File: src/rtl/knn_pkg.sv
// Shared types and sizing helpers for the KNN majority-vote stage.
package knn_pkg;

  typedef enum logic [1:0] {
    IDLE   = 2'd0,
    COUNT  = 2'd1,
    SELECT = 2'd2,
    DONE   = 2'd3
  } state_e;

  function automatic int num_classes(input int type_w);
    return 1 << type_w;
  endfunction

  function automatic int cnt_width(input int k);
    return $clog2(k + 1);
  endfunction

  function automatic int idx_width(input int k);
    return (k > 1) ? $clog2(k) : 1;
  endfunction

endpackage

File: src/rtl/knn_vote_argmax.sv
// Sequential argmax over per-class vote counts, one class per step.
// Ties go to the class whose first vote came from the nearer neighbour.
module knn_vote_argmax #(
  parameter int TYPE_W = 3,
  parameter int CNT_W  = 3,
  parameter int IDX_W  = 3
) (
  input  logic              clk,
  input  logic              rst,
  input  logic              clear,
  input  logic              step,
  input  logic [TYPE_W-1:0] cls,
  input  logic [CNT_W-1:0]  cnt,
  input  logic [IDX_W-1:0]  first_idx,
  output logic [TYPE_W-1:0] winner,
  output logic              found
);

  logic [CNT_W-1:0]  best_cnt_q, best_cnt_d;
  logic [IDX_W-1:0]  best_idx_q, best_idx_d;
  logic [TYPE_W-1:0] winner_q, winner_d;
  logic              found_q, found_d;
  logic              better;

  always_comb begin
    best_cnt_d = best_cnt_q;
    best_idx_d = best_idx_q;
    winner_d   = winner_q;
    found_d    = found_q;
    // Zero-count classes never qualify, so found stays low if nobody voted.
    better = (cnt != '0) &&
             (!found_q || (cnt > best_cnt_q) ||
              ((cnt == best_cnt_q) && (first_idx < best_idx_q)));
    if (clear) begin
      best_cnt_d = '0;
      best_idx_d = '0;
      winner_d   = '0;
      found_d    = 1'b0;
    end else if (step && better) begin
      best_cnt_d = cnt;
      best_idx_d = first_idx;
      winner_d   = cls;
      found_d    = 1'b1;
    end
  end

  always_ff @(posedge clk) begin
    if (!rst) begin
      best_cnt_q <= '0;
      best_idx_q <= '0;
      winner_q   <= '0;
      found_q    <= 1'b0;
    end else begin
      best_cnt_q <= best_cnt_d;
      best_idx_q <= best_idx_d;
      winner_q   <= winner_d;
      found_q    <= found_d;
    end
  end

  assign winner = winner_q;
  assign found  = found_q;

endmodule

File: src/rtl/knn_vote.sv
// Majority vote over the K nearest sorted neighbours; emits the winning class.
// Optional distance thresholding is enabled with `define KNN_DIST_THRESH_EN.
module knn_vote
  import knn_pkg::*;
#(
  parameter int L      = 4,
  parameter int W      = 16,
  parameter int TYPE_W = 3,
  parameter int K      = 5
) (
  input  logic                        clk,
  input  logic                        rst,
  input  logic                        valid_sort,
  input  logic [W*(1<<L)-1:0]         distance_array_sorted,
  input  logic [TYPE_W*(1<<L)-1:0]    type_array_sorted,
  input  logic [W-1:0]                dist_thresh,
  output logic [TYPE_W-1:0]           class_out,
  output logic                        class_valid,
  output logic                        no_match,
  output logic                        busy,
  output logic                        overrun
);

  localparam int N     = 1 << L;
  localparam int C     = num_classes(TYPE_W);
  localparam int CNT_W = cnt_width(K);
  localparam int IDX_W = idx_width(K);

  if ((K < 1) || (K > N)) begin : g_bad_k
    $error("knn_vote: K must satisfy 1 <= K <= N");
  end

  state_e            state_q, state_d;
  logic [IDX_W-1:0]  idx_q, idx_d;
  logic [TYPE_W-1:0] sel_q, sel_d;
  logic [CNT_W-1:0]  cnt_q   [C];
  logic [CNT_W-1:0]  cnt_d   [C];
  logic [IDX_W-1:0]  first_q [C];
  logic [IDX_W-1:0]  first_d [C];
  logic [TYPE_W-1:0] type_q  [K];
  logic [TYPE_W-1:0] type_d  [K];
  logic              elig_q  [K];
  logic              elig_d  [K];
  logic [TYPE_W-1:0] class_out_q, class_out_d;
  logic              class_valid_q, class_valid_d;
  logic              no_match_q, no_match_d;
  logic              overrun_q, overrun_d;
  logic [TYPE_W-1:0] cur_type;
  logic              am_clear, am_step, am_found;
  logic [TYPE_W-1:0] am_winner;
  logic              unused_inputs;

  // Only the first K entries matter; remaining bits are intentionally dropped.
  assign unused_inputs = ^{distance_array_sorted, dist_thresh, type_array_sorted};

  always_comb begin
    state_d       = state_q;
    idx_d         = idx_q;
    sel_d         = sel_q;
    cnt_d         = cnt_q;
    first_d       = first_q;
    type_d        = type_q;
    elig_d        = elig_q;
    class_out_d   = class_out_q;
    class_valid_d = 1'b0;
    no_match_d    = no_match_q;
    overrun_d     = valid_sort && (state_q != IDLE);
    am_clear      = 1'b0;
    am_step       = 1'b0;
    cur_type      = type_q[idx_q];

    unique case (state_q)
      IDLE: begin
        if (valid_sort) begin
          for (int i = 0; i < K; i++) begin
            type_d[i] = type_array_sorted[TYPE_W*i +: TYPE_W];
`ifdef KNN_DIST_THRESH_EN
            elig_d[i] = (distance_array_sorted[W*i +: W] <= dist_thresh);
`else
            elig_d[i] = 1'b1;
`endif
          end
          for (int c = 0; c < C; c++) begin
            cnt_d[c]   = '0;
            first_d[c] = '0;
          end
          idx_d    = '0;
          am_clear = 1'b1;
          state_d  = COUNT;
        end
      end
      COUNT: begin
        if (elig_q[idx_q]) begin
          if (cnt_q[cur_type] == '0) first_d[cur_type] = idx_q;
          cnt_d[cur_type] = cnt_q[cur_type] + CNT_W'(1);
        end
        idx_d = idx_q + IDX_W'(1);
        if (idx_q == IDX_W'(K - 1)) begin
          sel_d   = '0;
          state_d = SELECT;
        end
      end
      SELECT: begin
        am_step = 1'b1;
        sel_d   = sel_q + TYPE_W'(1);
        if (sel_q == TYPE_W'(C - 1)) state_d = DONE;
      end
      DONE: begin
        class_valid_d = 1'b1;
        class_out_d   = am_found ? am_winner : '0;
`ifdef KNN_DIST_THRESH_EN
        no_match_d    = !am_found;
`else
        no_match_d    = 1'b0;
`endif
        state_d       = IDLE;
      end
      default: state_d = IDLE;
    endcase
  end

  knn_vote_argmax #(
    .TYPE_W (TYPE_W),
    .CNT_W  (CNT_W),
    .IDX_W  (IDX_W)
  ) u_argmax (
    .clk       (clk),
    .rst       (rst),
    .clear     (am_clear),
    .step      (am_step),
    .cls       (sel_q),
    .cnt       (cnt_q[sel_q]),
    .first_idx (first_q[sel_q]),
    .winner    (am_winner),
    .found     (am_found)
  );

  always_ff @(posedge clk) begin
    if (!rst) begin
      state_q       <= IDLE;
      idx_q         <= '0;
      sel_q         <= '0;
      cnt_q         <= '{default: '0};
      first_q       <= '{default: '0};
      class_out_q   <= '0;
      class_valid_q <= 1'b0;
      no_match_q    <= 1'b0;
      overrun_q     <= 1'b0;
    end else begin
      state_q       <= state_d;
      idx_q         <= idx_d;
      sel_q         <= sel_d;
      cnt_q         <= cnt_d;
      first_q       <= first_d;
      class_out_q   <= class_out_d;
      class_valid_q <= class_valid_d;
      no_match_q    <= no_match_d;
      overrun_q     <= overrun_d;
    end
  end

  // Captured neighbour data needs no reset: it is always rewritten before use.
  always_ff @(posedge clk) begin
    type_q <= type_d;
    elig_q <= elig_d;
  end

  assign class_out   = class_out_q;
  assign class_valid = class_valid_q;
  assign no_match    = no_match_q;
  assign busy        = (state_q != IDLE);
  assign overrun     = overrun_q;

endmodule

File: config.mk
export PLATFORM = sky130hd
export DESIGN_NAME = knn_vote
export DESIGN_NICKNAME = d
export VERILOG_FILES = /design/src/rtl/knn_pkg.sv /design/src/rtl/knn_vote_argmax.sv /design/src/rtl/knn_vote.sv
export SDC_FILE = /design/constraint.sdc
export NUM_CORES = 1
export LEC_CHECK = 0
export BUFFER_PORTS_ARGS = -buffer_cell sky130_fd_sc_hd__buf_2
export CORE_AREA = 2 2 127 129
export DETAILED_ROUTE_END_ITERATION = 12
export DIE_AREA = 0 0 129 131
export PLACE_DENSITY = 0.61
export REMOVE_ABC_BUFFERS = 1
export SETUP_SLACK_MARGIN = 0.1
export SKIP_LAST_GASP = 1
export SLEW_MARGIN = 30
export SYNTH_ARGS = -nofsm -noshare
export SYNTH_HDL_FRONTEND = slang
export SYNTH_SLANG_ARGS = --single-unit
File: constraint.sdc
create_clock -name clk -period 4.7 [get_ports clk]
set_input_delay 0.705 -clock clk [delete_from_list [all_inputs] [get_ports clk]]
set_output_delay 0.705 -clock clk [all_outputs]
set_load 0.02 [all_outputs]
==> flow_results.org <==
** Run status
- The run finished with clean final reports.

** Critical path
- Classification of the worst setup path :: flop to flop
- Category of the worst setup path capture point :: flop
- Depth of the most critical reg-to-reg path :: 13
- Data arrival time of the critical path :: 3.90 ns
- Count of buffer and inverter cells on the critical path :: 1
- The signal on the critical path passes through mux2i_1, o31a_1, and2_1, o21ai_0, a21oi_1, nor2_1, a211o_1, ha_1, nand2b_1, a31oi_1, buf_4, and3_1, a22o_1.
- CP Launch Type :: flop
- Tracing the worst setup path back leads to its startpoint at idx_q[1]$_SDFFE_PN0P_.
- Across all register-to-register paths, the minimum setup slack is 1.02 ns.
- On the worst path, the slowest cell contributes a delay of 0.68 ns.
- In this run the critical register-to-register path is launched from idx_q[1]$_SDFFE_PN0P_.
- Crit-path leading delay family :: compound AO/OA/AOI/OAI gates
- Critical Path Stages :: 13
- The endpoint identified for the worst register-to-register timing path is first_q[17]$_SDFFE_PN0P_.
- The most critical setup path has its endpoint at first_q[17]$_SDFFE_PN0P_.
- Of all nets on the critical path, the largest fanout is 15.
- For this design, the slowest cell found on the critical path is sky130_fd_sc_hd__dfxtp_1.
- Endpoint required time on the critical path :: 4.92 ns

** Global routing
- Global-route track usage on met1 :: 0.174
- Met3 usage :: 0.0297
- Entering global routing, the biggest net connects 38 pins.
- Met2 capacity usage during global routing :: 0.210
- For this run, the total global-route usage over all layers was measured as 0.131.
- Busiest layer in global routing :: met2
- GRT Residual Overflow :: 0
- First-pass GRT wire length :: 17100 um
- The number of antenna violations at the first check in global routing is 0.
- Vias in the first global route :: 3335

** STA
- Final clock skew :: 0.00539 ns
- The final hold violation count is 0.
- Setup repair after global routing left no endpoint under its margin.
- Worst Max-Slew Pin Slew :: 0.784 ns
- Worst slew margin relative to its limit :: 0.474
- Final Max Tran Viols :: 0
- Final period utilization :: 0.782
- Timing would allow up to 272 MHz.
- Setup violations remaining at the end of the flow were counted as 0.
- Setup tns final :: 0 ns
- Post-route minimum period :: 3.68 ns

** Clock tree
- Maximum root-to-sink buffer count :: 2
- Level count of the clock H-tree :: 3
- After clock tree synthesis, the clock-pin slew on the worst setup and hold paths is 0.06 ns.
- CTS resizes :: 0
- Clock Latency Late Sink :: 0.33 ns
- TritonCTS built the clock tree.
- CTS placed an instance of sky130_fd_sc_hd__clkbuf_16 at the clock tree root.
- Count of hold-fix buffers inserted at cts :: 0
- Setup bufs post-CTS :: 0
- Sinks on the clock net :: 86
- TritonCTS created 9 clock buffers.

** Power and ir drop
- The worst-case IR drop observed on VDD is 222 uV.
- Of the total power, the share spent switching nets is 0.380.
- Net load switching power :: 0.971 mW
- Share of power burned in combinational logic :: 0.366
- Power share of the sequential group :: 0.341
- Internal power comes to 1.58 mW.
- The analysis attributes to cell leakage a power of 1.79 nW.
- Power, Total :: 2.56 mW
- Power spread over the standard cell area amounts to 525 nW/um2.
- Part of the power in the clock network :: 0.293

** Floorplanning
- Width of the die :: 129 um
- The floorplan step defined a die boundary enclosing 16900 um2.
- Die outline height :: 131 um
- After floorplanning, the core was sized to cover 15600 um2.
- I/O pin count :: 330
- Effective utilization at floorplan :: 0.273
- Cell row count :: 46

** Min path
- Min-Delay Path Class :: flop to flop

** Routing
- Dividing the detail-routed wire length by the instance count gives 16.0 um.
- For this run, design rule violations remaining after detail routing come to 0.
- After detailed routing, the total wire length is 10400 um.
- After detailed routing, the number of vias per cell comes to 5.08.
- Antenna violation net count after detailed routing :: 0
- The first TritonRoute pass finished after 5 iterations.
- Summing over every cut layer, the via total after detailed routing is 3308.
- Number of design-rule violations left by the first detailed-router iteration :: 297

** Final layout
- Final core area utilization :: 0.312
- 0 antenna diodes ended up in the layout.
- Final cell count without fillers :: 651
- Once layout is done, the placed cells without fillers occupy 4870 um2.
- Relative to the synthesized area, the layout overhead comes to 14.4%.
- The final layout contains 769 nets.
- Layout cells sized above 1 :: 0.156

** Yosys
- Number of synthesis warnings :: 0
- FF+latch count, synth :: 86
- In this run the mean area of a mapped cell was 10.2 um2.
- Number of library cell types mapped by synthesis :: 54
- Primary flip-flop cell chosen by synthesis mapping :: sky130_fd_sc_hd__dfxtp_1
- Async SR Flop Fraction :: 0
- Synthesis produced 419 cells.
- Part of the Yosys area used for sequential elements :: 0.439
- In this run the cell area of the synthesized design comes to 4260 um2.
- The synthesized design contains 15 enable-type register cells.

** Place
- Final Wtd Congestion :: 0.971
- After detailed placement, the design holds a cell count of 635.
- In this run the cell area measured after placement is 4550 um2.
- Post-DP HPWL :: 7510 um
- Input and output buffers added on the ports amount to 23.

** Run
- Max-cap violation count :: 0
-- per-stage QoR --
| step | hold slack, ns | worst slack [ns] |
|---|---|---|
| 2_1_floorplan | 0.437 | 1.37 |
| 3_3_place_gp | 0.451 | 1.06 |
| 3_5_place_dp | 0.459 | 1.01 |
| 4_1_cts | 0.475 | 1.00 |
| 5_1_grt | 0.489 | 0.654 |
| 6_report | 0.477 | 1.02 |
-- worst register-to-register path, delay by kind of cell (launching register included) --
family	cells	cell delay, ns
AO/OA/AOI/OAI	6	1.17
AND/OR/NAND/NOR	4	1.06
flip-flops	1	0.68
multiplexers	1	0.29
buffers and inverters	1	0.19
adder cells (fa/ha/maj)	1	0.18
-- cells in the final DEF, fill, tap and decap left out, types with 12 or more instances in the layout --
cell / synthesis / layout
sky130_fd_sc_hd__dfxtp_1: 71 / 71
sky130_fd_sc_hd__ha_1: 16 / 16
sky130_fd_sc_hd__nor2_1: 27 / 27
sky130_fd_sc_hd__mux4_2: 12 / 12
sky130_fd_sc_hd__nor2b_1: 18 / 18
sky130_fd_sc_hd__mux2i_1: 21 / 21
sky130_fd_sc_hd__buf_2: 6 / 23
sky130_fd_sc_hd__inv_1: 20 / 20
sky130_fd_sc_hd__nand2_1: 24 / 24
sky130_fd_sc_hd__edfxtp_1: 15 / 15
sky130_fd_sc_hd__a21oi_1: 21 / 21
sky130_fd_sc_hd__a22o_1: 24 / 24
-- power groups by stage --
stage / combinational [mW] / sequential [mW] / clock [mW]
finish: 0.934 / 0.872 / 0.749
global route: 1.02 / 0.880 / 0.792
floorplan: 0.619 / 0.880 / 0
CTS: 0.913 / 0.873 / 0.764
detailed placement: 0.909 / 0.889 / 0
global placement: 0.888 / 0.885 / 0
-- flip-flops by register name (all words and copies together) (netlist names) --
register,flops
first_q,24
u_argmax.best_idx_q,3
idx_q,3
class_out,3
state_q,2
sel_q,3
cnt_q,24
u_argmax.winner,3
overrun,1
u_argmax.best_cnt_q,3
class_valid,1
type_q,15
u_argmax.found,1
-- final cells by class --
class,instances,area (um2)
repair buffers,30,168
well taps,216,270
fillers,1575,10700
inverters,21,78.8
clock buffers,10,229
multi-input cells,282,2170
clock inverters,6,86.3
flip-flops and latches,86,1870
-- worst min path at each step --
stage / to / slack [ns] / cells past startpoint / from
CTS: first_q[3]$_SDFFE_PN0P_ / 0.47 / 1 / first_q[3]$_SDFFE_PN0P_
detailed placement: first_q[5]$_SDFFE_PN0P_ / 0.46 / 1 / first_q[5]$_SDFFE_PN0P_
global route: first_q[9]$_SDFFE_PN0P_ / 0.49 / 1 / first_q[9]$_SDFFE_PN0P_
global placement: first_q[3]$_SDFFE_PN0P_ / 0.45 / 1 / first_q[3]$_SDFFE_PN0P_
finish: class_out[0]$_SDFFE_PN0P_ / 0.48 / 2 / class_out[0]$_SDFFE_PN0P_
floorplan: first_q[3]$_SDFFE_PN0P_ / 0.44 / 1 / first_q[3]$_SDFFE_PN0P_
-- metal layers --
metal | vias to the layer above | wire, um
li1 | 1563 | -
met1 | 1577 | 4680
met2 | 143 | 4760
met3 | 25 | 711
met4 | 0 | 278
met5 | - | 0
-- logic make-up after synthesis --
kind of cell	count (synthesis)	synth area share
AO/OA/AOI/OAI	109	0.190
adder cells (fa/ha/maj)	16	0.0470
XOR/XNOR	1	0.00206
multiplexers	41	0.134
buffers and inverters	51	0.0529
AND/OR/NAND/NOR	114	0.134
other	1	0.000880
flip-flops	86	0.439
-- cell usage after synthesis (all sizes together), types with 3 or more instances --
master,count,share of area
o21ai,11,0.013
o2bb2ai,3,0.0062
ha,16,0.047
a31oi,3,0.0044
nor3,6,0.0071
mux2,8,0.021
a2bb2oi,6,0.012
a211oi,4,0.0071
buf,16,0.022
a32oi,3,0.0062
nand2,24,0.021
a22oi,5,0.0088
dfxtp,71,0.33
mux4,12,0.063
a22o,24,0.049
nand3,11,0.013
inv,21,0.019
edfxtp,15,0.11
clkbuf,14,0.012
a31o,3,0.0062
a21oi,21,0.025
a32o,6,0.014
nand2b,7,0.010
nor2b,18,0.026
and3,8,0.012
a21boi,5,0.0088
mux2i,21,0.049
and2,7,0.010
nor2,27,0.024
No activity file was read; power rests on OpenSTA's default activity.
